**config.mk**
```make
export PLATFORM = sky130hd
export DESIGN_NAME = main_fsm
export DESIGN_NICKNAME = d
export VERILOG_FILES = /design/src/rtl/main_fsm.sv
export SDC_FILE = /design/constraint.sdc
export NUM_CORES = 1
export LEC_CHECK = 0
export BUFFER_PORTS_ARGS = -buffer_cell sky130_fd_sc_hd__buf_4
export CAP_MARGIN = 20
export CELL_PAD_IN_SITES_DETAIL_PLACEMENT = 0
export CELL_PAD_IN_SITES_GLOBAL_PLACEMENT = 1
export CORE_MARGIN = 2
export CORE_UTILIZATION = 29
export CTS_CLUSTER_SIZE = 20
export DETAILED_ROUTE_END_ITERATION = 12
export GPL_TIMING_DRIVEN = 0
export HOLD_SLACK_MARGIN = 0.08
export PLACE_DENSITY_LB_ADDON = 0.1
export SETUP_SLACK_MARGIN = 0.2
export SLEW_MARGIN = 20
export SYNTH_ARGS = -nofsm -noshare
export SYNTH_HDL_FRONTEND = slang
export SYNTH_SLANG_ARGS = --single-unit
```
**constraint.sdc**
```tcl
create_clock -name clk -period 1.65 [get_ports clk]
set_clock_uncertainty 0.1 [all_clocks]
set_input_delay 0.33 -clock clk [delete_from_list [all_inputs] [get_ports clk]]
set_output_delay 0.33 -clock clk [all_outputs]
set_load 0.03 [all_outputs]
```
**src/rtl/main_fsm.sv**
```systemverilog
`default_nettype none
// ----------------------------------------------------------------------------
// main_fsm : multicycle RISC-V control FSM (Moore), PCWrite gated by Zero
// Revision : 1.0
// ----------------------------------------------------------------------------
module main_fsm (
  input  logic       clk,
  input  logic       reset,
  input  logic [6:0] op,
  input  logic       Zero,
  output logic       PCWrite,
  output logic       AdrSrc,
  output logic       MemWrite,
  output logic       IRWrite,
  output logic       RegWrite,
  output logic [1:0] ResultSrc,
  output logic [1:0] ALUSrcA,
  output logic [1:0] ALUSrcB,
  output logic [1:0] ALUOp,
  output logic [3:0] state
);

  localparam logic [6:0] c_OP_LW   = 7'b0000011;
  localparam logic [6:0] c_OP_SW   = 7'b0100011;
  localparam logic [6:0] c_OP_R    = 7'b0110011;
  localparam logic [6:0] c_OP_I    = 7'b0010011;
  localparam logic [6:0] c_OP_JAL  = 7'b1101111;
  localparam logic [6:0] c_OP_BEQ  = 7'b1100011;

  typedef enum logic [3:0] {
    S_FETCH    = 4'd0,
    S_DECODE   = 4'd1,
    S_MEMADR   = 4'd2,
    S_MEMREAD  = 4'd3,
    S_MEMWB    = 4'd4,
    S_MEMWRITE = 4'd5,
    S_EXECUTER = 4'd6,
    S_ALUWB    = 4'd7,
    S_EXECUTEI = 4'd8,
    S_JAL      = 4'd9,
    S_BEQ      = 4'd10
  } state_t;

  state_t     state_q, state_d;
  logic       pc_update, branch;
  logic       adr_src, mem_write, ir_write, reg_write;
  logic [1:0] result_src, alu_src_a, alu_src_b, alu_op;

  always_ff @(posedge clk or posedge reset) begin
    if (reset) state_q <= S_FETCH;
    else       state_q <= state_d;
  end

  always_comb begin
    state_d    = S_FETCH;
    pc_update  = 1'b0;
    branch     = 1'b0;
    adr_src    = 1'b0;
    mem_write  = 1'b0;
    ir_write   = 1'b0;
    reg_write  = 1'b0;
    result_src = 2'b00;
    alu_src_a  = 2'b00;
    alu_src_b  = 2'b00;
    alu_op     = 2'b00;
    case (state_q)
      S_FETCH: begin
        state_d    = S_DECODE;
        ir_write   = 1'b1;
        pc_update  = 1'b1;
        alu_src_b  = 2'b10;
        result_src = 2'b10;
      end
      S_DECODE: begin
        alu_src_a = 2'b01;
        alu_src_b = 2'b01;
        case (op)
          c_OP_LW, c_OP_SW: state_d = S_MEMADR;
          c_OP_R:           state_d = S_EXECUTER;
          c_OP_I:           state_d = S_EXECUTEI;
          c_OP_JAL:         state_d = S_JAL;
          c_OP_BEQ:         state_d = S_BEQ;
          default:          state_d = S_FETCH;
        endcase
      end
      S_MEMADR: begin
        alu_src_a = 2'b10;
        alu_src_b = 2'b01;
        state_d   = (op == c_OP_LW) ? S_MEMREAD : S_MEMWRITE;
      end
      S_MEMREAD: begin
        adr_src = 1'b1;
        state_d = S_MEMWB;
      end
      S_MEMWB: begin
        result_src = 2'b01;
        reg_write  = 1'b1;
      end
      S_MEMWRITE: begin
        adr_src   = 1'b1;
        mem_write = 1'b1;
      end
      S_EXECUTER: begin
        alu_src_a = 2'b10;
        alu_op    = 2'b10;
        state_d   = S_ALUWB;
      end
      S_EXECUTEI: begin
        alu_src_a = 2'b10;
        alu_src_b = 2'b01;
        alu_op    = 2'b10;
        state_d   = S_ALUWB;
      end
      S_ALUWB: begin
        reg_write = 1'b1;
      end
      S_JAL: begin
        alu_src_a = 2'b01;
        alu_src_b = 2'b10;
        pc_update = 1'b1;
        state_d   = S_ALUWB;
      end
      S_BEQ: begin
        alu_src_a = 2'b10;
        alu_op    = 2'b01;
        branch    = 1'b1;
      end
      default: state_d = S_FETCH;
    endcase
  end

  // Reset shows FETCH decode on the selects but must not let any write enable through.
  assign PCWrite   = ~reset & (pc_update | (branch & Zero));
  assign IRWrite   = ~reset & ir_write;
  assign RegWrite  = ~reset & reg_write;
  assign MemWrite  = ~reset & mem_write;
  assign AdrSrc    = adr_src;
  assign ResultSrc = result_src;
  assign ALUSrcA   = alu_src_a;
  assign ALUSrcB   = alu_src_b;
  assign ALUOp     = alu_op;
  assign state     = state_q;

endmodule
`default_nettype wire

```
; After elaboration in Yosys (flattened, before gate mapping)
; Index checks and enable logic that the tools add are counted.
; W data, S select, Z words.
[op_classes]
eq_ne = 16
muxes = 13
bitwise_logic = 7
n_reduce_logical = 10
[ops]
columns = op, n
row1 = $pmux W4 S5, 2
row2 = $eq A4 B3 Y1 const B, 4
row3 = $pmux W2 S2, 4
row4 = $eq A7 B6 Y1 const B, 2
row5 = $eq A7 B7 Y1 const B, 2
row6 = $eq A4 B4 Y1 const B, 3
row7 = $reduce_or A2 Y1, 6
row8 = $eq A4 B2 Y1 const B, 2
row9 = $eq A7 B2 Y1 const B, 1
row10 = $eq A7 B5 Y1 const B, 1
row11 = $mux W1, 6
row12 = $reduce_or A3 Y1, 2
row13 = $and A1 B1 Y1, 5
row14 = $eq A4 B1 Y1 const B, 1
row15 = $logic_not A4 Y1, 1
row16 = $reduce_or A4 Y1, 1
row17 = $mux W3, 1
row18 = $not A1 Y1, 1
row19 = $or A1 B1 Y1, 1
[totals]
register_bits = 4

; Longest topological paths before layout
; Gate-level depths: netlist of run 1.
[logic_depth]
ltp_word = 5
ltp_mapped = 4

; Worst setup path after synthesis of run 1
; Ideal clock, no wire load.
[synth_timing]
kind = register to output
from = reg state_q[1] (netlist: state[1])
to = out PCWrite
arrival_ns = 1.715
required_ns = 1.220
slack_ns = -0.495
stages_incl_launch_ff = 5
n_path_buf = 1
path_cell_list = dfrtp_1 -> buf_4 -> and4bb_1 -> a22oi_1 -> nor2_1
[synth_via]
elab_chain_len = 5
[synth_lines]
columns = element, line
row1 = from (decl), 44  ; state_t state_q, state_d;
row2 = from (signal assigned), 51  ; else state_q <= state_d;
row3 = $eq A4 B4 Y1 or $logic_not A4 Y1 (tied branches), 66  ; case (state_q)
row4 = $reduce_or A2 Y1 (no source line) or $mux W1 (tied branches), n/a
row5 = $mux W1 or $and A1 B1 Y1 (tied branches), "66, 133"
row6 = $or A1 B1 Y1 (*), 133  ; assign PCWrite = ~reset & (pc_update | (branch & Zero));
row7 = $and A1 B1 Y1 (*), 133
row8 = to (decl), 11  ; output logic PCWrite,
; Mark *: on every way between the ends. The rest lies on a longest branch, timed or not.

; Final worst setup path of run 1
[layout_timing]
from = reg state_q[2] (netlist: state[2])
to = out IRWrite
[layout_via]
elab_chain_len = 3
[layout_lines]
columns = element, line
row1 = $logic_not A4 Y1, 66
row2 = $mux W1, 66
row3 = $and A1 B1 Y1, 134  ; assign IRWrite = ~reset & ir_write;
row4 = to (decl), 14  ; output logic IRWrite,
; No other way between the ends.

==> flow_summary.ini, run 1 <==
[power_and_ir_drop]
leakage_nw = 0.547
vdd_ir_drop_max_mv = 0.732
power.density_nw_per_um2 = 1130

[sta]
rsz0062_at_grt = true
slew_headroom_pct = 83.4
tightest_slew_ps = 247
tns_ps = -1390
timing.final.crit_share_pct = 112
slew_violations = 0
holdWs_ps = 272
fin_crit_ps = 1850
final-setup-viol-count = 12
fmax_ghz = 0.541
timing.final.ws_setup_ps = -197
hold_violations = 0

[global_route]
grt_overflow = 0
grt_pass1_wl_mm = 2.82
grt_pass1_vias = 628
grtUsageTotal_pct = 20.0
grt_antenna_before_repair = 0
grt_start_max_net_pins = 8

[route]
firstDrtPassIters = 4
highest_layer = met4
via_per_inst = 5.38
detail_route.drc_violations = 0
vias = 699
wl_met1_um = 805
drt_wl_total_mm = 1.88
wl_met2_um = 943
wl_met3_um = 84
routedWlPerCell_um = 14.5
drt_iter0_drc = 7
ant_nets = 0

[synth]
yosysTopAreaCell = dfrtp_1
synth_top_area_share_pct = 20.4
synth_flop_cell = dfrtp_1
synth_cell_types = 31
async_flop_share_pct = 100
yosysWarnings = 0
syn_area_um2 = 492
synth_seq_cells = 4
yosysSeqAreaShare_pct = 20.4
synth_fp_nets = 71
syn_inst = 61
ys_top_cells_by_area = dfrtp_1 (20%), a211oi_2 (5.1%), and4bb_1 (5.1%)
synth-edff-count = 0
avgSynthCellArea_um2 = 8.06

[clock_network]
cts_tree = yes
numCtsBuffers = 3
clock_latency_ps = 240
h-tree-depth = 1
clk_pin_slew_worst_paths_ps = 40
cts_root_buf = clkbuf_4
clk_path_buf_depth = 2
cts.sinks = 4

[worst_setup_path]
max_stage_delay_ps = 430
required_ps = 1220
crit_path_start_kind = flip-flop
cp.arrival_ps = 1420
crit_type = flip-flop to output port
crit_slowest_cell = dfrtp_2
crit_fanout = 7
end_kind = output port
path_cells = buf_8, or2_4, nor3_4, buf_6

[placement]
globalplace.congestion = 0.783
post-dp-hpwl_mm = 1.10
place_area_um2 = 830
placed_cells = 103
portBuffers = 26

[worst_hold_path]
min_path_type = input pin to flip-flop

[die]
num_rows = 14
core_area_um2 = 1540
io_pins = 27
start_util_pct = 31.9
dieWidth_um = 45.2
dieArea_um2 = 2040
die_h_um = 45.2

[flow_run]
maxCapViolations = 0

[layout]
drive_gt1_share_pct = 79.8
stdcell_area_um2 = 1210
fin_cells = 130
fillCellCount = 101
largest_reg_flops = 4
num-nets-final = 126
area_growth_pct = 146
diodes = 0

[status]
violations = setup timing
status = complete, but fails checks
[critical path, delay by kind of cell, from the launching register on]
kind	cells	cell delay, ps
DFF	1	430
buffers and inverters	2	300
and+or+nand+nor	2	450
[where the power goes]
part | internal, W | total (W) | switching, W
Combinational | 0.000576 | 0.00110 | 0.000527
Clock | 0.0000816 | 0.000125 | 0.0000436
Sequential | 0.000118 | 0.000143 | 0.0000255
[cells in the final DEF, fill, tap and decap left out, types with 2 or more instances in the layout]
master,synthesis,routed
nor3b_4,0,2
nand2_4,0,2
buf_8,0,3
nand2b_4,0,2
nor3b_1,3,2
nor3_4,0,2
dfrtp_2,0,4
clkbuf_4,0,3
buf_6,0,21
a21oi_1,4,3
nor2_2,0,3
or2_4,0,3
inv_1,2,2
nor2_4,0,2
buf_4,2,29
nor2b_1,2,2
[through the flow]
stage | total power (W) | utilization [%] | worst slack, ps
detailed placement | 0.000889 | 53.8 | -13.6
global route | 0.00144 | 78.5 | -233
finish | 0.00137 | 78.5 | -197
CTS | 0.00129 | 73.0 | -184
global placement | 0.000879 | 53.8 | -13.6
floorplan | 0.000681 | - | -56.3
[layer usage]
metal | vias up | global-route usage [%]
met5 | - | 0
met4 | 0 | 12.4
met3 | 6 | 3.60
met2 | 24 | 31.4
met1 | 336 | 25.1
li1 | 333 | -
[layout make-up]
type | instances | area, µm² | share of cell area [%]
plain buffers | 4 | 56.3 | 4.65
multi-input cells | 51 | 546 | 45.1
well taps | 16 | 20.0 | 1.65
repair buffers | 50 | 453 | 37.4
clock buffers | 3 | 22.5 | 1.86
inverters | 2 | 7.51 | 0.620
flip-flops and latches | 4 | 105 | 8.69
[Yosys cell counts, drive strengths merged, types with 3 or more instances]
cell type  n
nand2b     4
nor3       4
buf        4
a21oi      4
dfrtp      4
nor3b      4
or2        3
nand2      3
nor2       6
[cell families after synthesis]
logic type / count (synthesis) / synth area share, %
AND/OR/NAND/NOR: 35 / 45.8
buffers and inverters: 6 / 6.62
XOR/XNOR: 3 / 5.34
AO/OA/AOI/OAI: 13 / 21.9
flip-flops: 4 / 20.4
[repair_timing]
action / CTS / global route
hold buffers: 1 / 0
resized for setup: 30 / 13
buffers inserted: 18 / 4
setup endpoints to repair: 13 / 17
endpoints found under the hold margin: 4 / 0
cloned: 1 / 0
pin swaps: 12 / 7
[path summary, 6_finish.rpt]
path,cells past startpoint,slack (ps),to,startpoint
setup / recovery,4,-200,IRWrite,state[2]
hold / removal,3,270,state[3],op[0]
setup reg to reg,6,70,state[2],state[3]
hold reg to reg,2,570,state[2],state[0]
max in group asynchronous,3,740,state[2],reset
min in group asynchronous,3,520,state[0],reset
(Power assumes the default switching activity.)
==> run 2: changes to the inputs <==
--- a/config.mk
+++ b/config.mk
@@ -10,7 +10,8 @@
 export CELL_PAD_IN_SITES_DETAIL_PLACEMENT = 0
 export CELL_PAD_IN_SITES_GLOBAL_PLACEMENT = 1
 export CORE_MARGIN = 2
-export CORE_UTILIZATION = 29
+export CORE_UTILIZATION = 31
+export CTS_BUF_LIST = sky130_fd_sc_hd__clkbuf_2 sky130_fd_sc_hd__clkbuf_4 sky130_fd_sc_hd__clkbuf_8
 export CTS_CLUSTER_SIZE = 20
 export DETAILED_ROUTE_END_ITERATION = 12
 export GPL_TIMING_DRIVEN = 0
==> run 2 against run 1 <==
  * Sequential share of layout area up 0.55 points
  * First-iteration DRC count decreased by 100%
  * Critical endpoint is now RegWrite
  * Critical path depth is the same
  * Global-route usage down 1.3 points
  * The run still ends with setup timing left
==> flow_summary.ini, run 2 (synthesis results as in run 1) <==
[worst_hold_path]
min-delay-start = op[2]
min_path_type = input pin to flip-flop
worstHoldEndpoint = state[3]
whs_path_depth = 3

[clock_network]
clock_latency_ps = 240
cts_tree = yes
numCtsBuffers = 3
h-tree-depth = 1
cts_root_buf = clkbuf_4
clk_path_buf_depth = 2
clk_pin_slew_worst_paths_ps = 40
cts.sinks = 4

[flow_run]
maxCapViolations = 0

[die]
dieArea_um2 = 1920
num_rows = 14
start_util_pct = 33.0
core_area_um2 = 1490
dieWidth_um = 43.8
die_h_um = 43.8
io_pins = 27

[route]
routedWlPerCell_um = 13.6
drt_iter0_drc = 0
ant_nets = 0
via_per_inst = 5.18
firstDrtPassIters = 1
detail_route.drc_violations = 0
vias = 648
drt_wl_total_mm = 1.70

[sta]
final-setup-viol-count = 12
rsz0062_at_grt = true
timing.final.ws_setup_ps = -182
hold_violations = 0
fmax_ghz = 0.546
tns_ps = -1350
slew_headroom_pct = 83.1
holdWs_ps = 268
fin_crit_ps = 1830
slew_violations = 0
timing.final.crit_share_pct = 111
tightest_slew_ps = 252

[worst_setup_path]
reg2reg_from = state[3]
end_kind = output port
cp.arrival_ps = 1400
startpoint = state[1]
reg2reg_depth = 6
crit_path_start_kind = flip-flop
crit_fanout = 5
crit_type = flip-flop to output port
rr_endpoint = state[2]
required_ps = 1220
rrSetupSlack_ps = 160

[global_route]
grt_start_max_net_pins = 8
grt_pass1_wl_mm = 2.74
grt_pass1_vias = 626
grt_overflow = 0
grtUsageTotal_pct = 18.7
grt_antenna_before_repair = 0

[layout]
stdcell_area_um2 = 1140
final_cell_mix = buf_4 (27), buf_6 (19), dfrtp_2 (4)
final_util_pct = 76.4
area_growth_pct = 131
largest_reg_flops = 4
layout_commonest_cell = buf_4
fillCellCount = 109
num-nets-final = 121
diodes = 0
drive_gt1_share_pct = 78.9

[placement]
preCtsSetupSlack_ps = -39.2
post-dp-hpwl_mm = 1.10
portBuffers = 26
globalplace.congestion = 0.689
place_area_um2 = 830

[power_and_ir_drop]
leakage_nw = 0.497
power.density_nw_per_um2 = 1070
vdd_ir_drop_max_mv = 0.679

[status]
violations = setup timing
status = complete, but fails checks
[run 2: cell types whose count changed in the layout (fill, tap and decap cells not counted), sizes merged]
cell	before	now
buf	53	48
[run 2: how the worst max path moves through the flow]
stage,endpoint,slack (ps),depth (start not counted)
after global placement,ALUOp[1],-10,5
after global routing,IRWrite,-230,4
after floorplan,PCWrite,-60,4
after detailed placement,ALUOp[1],-40,5
final,RegWrite,-180,4
after CTS,IRWrite,-180,4
[run 2: final cells by class]
type                    count  area, µm²  area share (%)
clock buffers               3       22.5            1.98
repair buffers             45        404            35.5
plain buffers               4       52.6            4.62
multi-input cells          51        526            46.2
inverters                   2       7.51           0.660
flip-flops and latches      4        105            9.24
well taps                  16       20.0            1.76
[run 2: where the power goes]
group	switching [W]	internal, W
clock network	0.0000422	0.0000815
registers	0.0000236	0.000118
logic	0.000474	0.000476
total	0.000539	0.000675
[run 2: critical path, stage by stage, from the launching register on]
cell	delay [ps]
dfrtp_2	440
buf_6	150
nand2b_1	190
and4b_2	230
buf_4	160
[run 2: routing by layer]
metal	vias up	part of all wire, %	track usage, %
met5	-	0	0
met4	0	0.23	3.64
met3	2	3.1	3.75
met2	14	53	32.4
met1	307	44	24.1
li1	325	-	-
[run 2: metrics by stage]
stage / instances / total power [W]
after global placement: 103 / 0.000879
after CTS: 124 / 0.00117
after floorplan: 61 / 0.000681
final: 125 / 0.00121
after detailed placement: 103 / 0.000887
after global routing: 125 / 0.00127
[run 2: repair_timing]
action | 4_1_cts | 5_1_grt
hold buffers | 1 | 0
hold endpoints to repair | 4 | 0
buffers inserted | 16 | 1
setup endpoints to repair | 13 | 16
gates cloned | 1 | 0
gates resized for setup | 28 | 9
pin swaps | 6 | 1
==> run 3: changes to the inputs <==
--- a/config.mk
+++ b/config.mk
@@ -5,7 +5,7 @@
 export SDC_FILE = /design/constraint.sdc
 export NUM_CORES = 1
 export LEC_CHECK = 0
-export BUFFER_PORTS_ARGS = -buffer_cell sky130_fd_sc_hd__buf_4
+export BUFFER_PORTS_ARGS = -buffer_cell sky130_fd_sc_hd__buf_2
 export CAP_MARGIN = 20
 export CELL_PAD_IN_SITES_DETAIL_PLACEMENT = 0
 export CELL_PAD_IN_SITES_GLOBAL_PLACEMENT = 1
==> constraint.sdc (replaced) <==
create_clock -name clk -period 1.65 [get_ports clk]
set_clock_uncertainty 0.1 [all_clocks]
set_input_delay 0.2475 -clock clk [delete_from_list [all_inputs] [get_ports clk]]
set_output_delay 0.2475 -clock clk [all_outputs]
set_load 0.03 [all_outputs]
==> run 3 against run 2 <==
  * Die area unchanged
  * Critical endpoint is now IRWrite
  * Global-route usage up 1.4 points
  * Cell count up 1.6%
  * The flow still finishes with violations (setup timing)
  * Core utilization down 1.4 points
  * Largest cell class unchanged
  * Sequential share of layout area up 0.18 points
  * Total power up 7.2%
  * Clock power down 3%
  * Final area down 1.9%
  * Wire length up 4.9%
==> flow_summary.ini, run 3 (synthesis results as in run 1) <==
[status]
status = complete, but fails checks
violations = setup timing

[clock_network]
clock_latency_ps = 240
numCtsBuffers = 3
cts_root_buf = clkbuf_4
cts.sinks = 4
clk_path_buf_depth = 2
h-tree-depth = 1
cts_tree = yes
clk_pin_slew_worst_paths_ps = 40

[worst_setup_path]
end_kind = output port
crit_type = flip-flop to output port
cp.arrival_ps = 1410
crit_fanout = 6
required_ps = 1300
crit_path_start_kind = flip-flop

[die]
start_util_pct = 33.0
dieArea_um2 = 1920
die_h_um = 43.8
num_rows = 14
dieWidth_um = 43.8
io_pins = 27
core_area_um2 = 1490

[power_and_ir_drop]
internal_power_w = 0.000732
power_switching_w = 0.000569
power.density_nw_per_um2 = 1170
power.share.clock_pct = 9.3
leakage_nw = 0.497
combPwrFrac_pct = 79.6
vdd_ir_drop_max_mv = 0.752
p_seq_share_pct = 11.1
switching_share_pct = 43.7
p_total_w = 0.00130

[layout]
diodes = 0
layout_commonest_cell = buf_4
area_growth_pct = 127
largest_reg_flops = 4
fillCellCount = 110
final_cell_mix = buf_4 (17), buf_6 (16), buf_2 (14)
num-nets-final = 123
drive_gt1_share_pct = 76.6
stdcell_area_um2 = 1120

[global_route]
grt_pass1_wl_mm = 2.84
grt_antenna_before_repair = 0
grtUsageTotal_pct = 20.2
grt_pass1_vias = 647
grt_overflow = 0
grt_start_max_net_pins = 7

[sta]
hold_violations = 0
rsz0062_at_grt = true
holdWs_ps = 175
fmax_ghz = 0.568
tns_ps = -358
timing.final.ws_setup_ps = -110
slew_violations = 0
final-setup-viol-count = 8
tightest_slew_ps = 257
slew_headroom_pct = 82.8
timing.final.crit_share_pct = 107
fin_crit_ps = 1760

[placement]
globalplace.congestion = 0.744
portBuffers = 26
place_area_um2 = 768
post-dp-hpwl_mm = 1.06

[route]
ant_nets = 0
via_per_inst = 5.29
drt_iter0_drc = 10
vias = 672
drt_wl_total_mm = 1.79
routedWlPerCell_um = 14.1
detail_route.drc_violations = 0
firstDrtPassIters = 4

[flow_run]
maxCapViolations = 0

[worst_hold_path]
min_path_type = input pin to flip-flop
run 3: cell types whose count changed in the layout (fill, tap and decap cells not counted), sizes merged:
| cell | before | now |
|---|---|---|
| buf | 48 | 50 |
run 3: critical path: stages, from the launching register on:
cell     delay (ps)
dfrtp_2         420
buf_8           140
or2_4           280
nor3_4          180
buf_6           150
run 3: path summary, 6_finish.rpt:
| kind | startpoint | end | slack (ps) | cells after the start |
|---|---|---|---|---|
| worst max register to register | state[2] | state[3] | 150 | 6 |
| worst min register to register | state[2] | state[1] | 690 | 4 |
| worst min-delay path | op[0] | state[3] | 180 | 3 |
| min in group asynchronous | reset | state[2] | 440 | 3 |
| max in group asynchronous | reset | state[0] | 820 | 3 |
| worst max-delay path | state[2] | IRWrite | -110 | 4 |
run 3: power by group through the flow:
stage	Clock (W)	Sequential [W]	Combinational [W]
after floorplan	0	0.000172	0.000514
after global placement	0	0.000146	0.000679
after CTS	0.000125	0.000141	0.00101
after global routing	0.000137	0.000145	0.00109
final	0.000120	0.000145	0.00104
after detailed placement	0	0.000146	0.000681
run 3: what timing repair did:
action,4_1_cts,5_1_grt
hold buffers,1,0
setup buffers,17,2
setup endpoints to repair,13,15
gates cloned,1,0
pin swaps,9,6
gates resized for setup,40,6
hold endpoints to repair,4,0
run 3: routing by layer:
layer / up-vias / global-route usage [%] / share of wire, %
met1: 323 / 25.1 / 39
met4: 0 / 6.67 / 0.34
met2: 17 / 33.8 / 56
met3: 2 / 5.00 / 4.5
met5: - / 0 / 0
li1: 330 / - / -
run 3: cell type report:
cell class / instances / area (µm²) / share of cell area (%)
multi-input combinational: 51 / 528 / 47.3
timing repair buffer: 47 / 377 / 33.7
sequential: 4 / 105 / 9.42
buffer: 4 / 56.3 / 5.04
clock buffer: 3 / 22.5 / 2.02
tap: 16 / 20.0 / 1.79
inverter: 2 / 7.51 / 0.673
run 3: through the flow:
stage | instances | util [%] | worst slack (ps)
4_1_cts | 125 | 72.4 | -110
2_1_floorplan | 61 | - | 26.2
6_report | 127 | 75.0 | -110
3_3_place_gp | 103 | 51.6 | 16.9
5_1_grt | 127 | 75.0 | -148
3_5_place_dp | 103 | 51.6 | 13.6
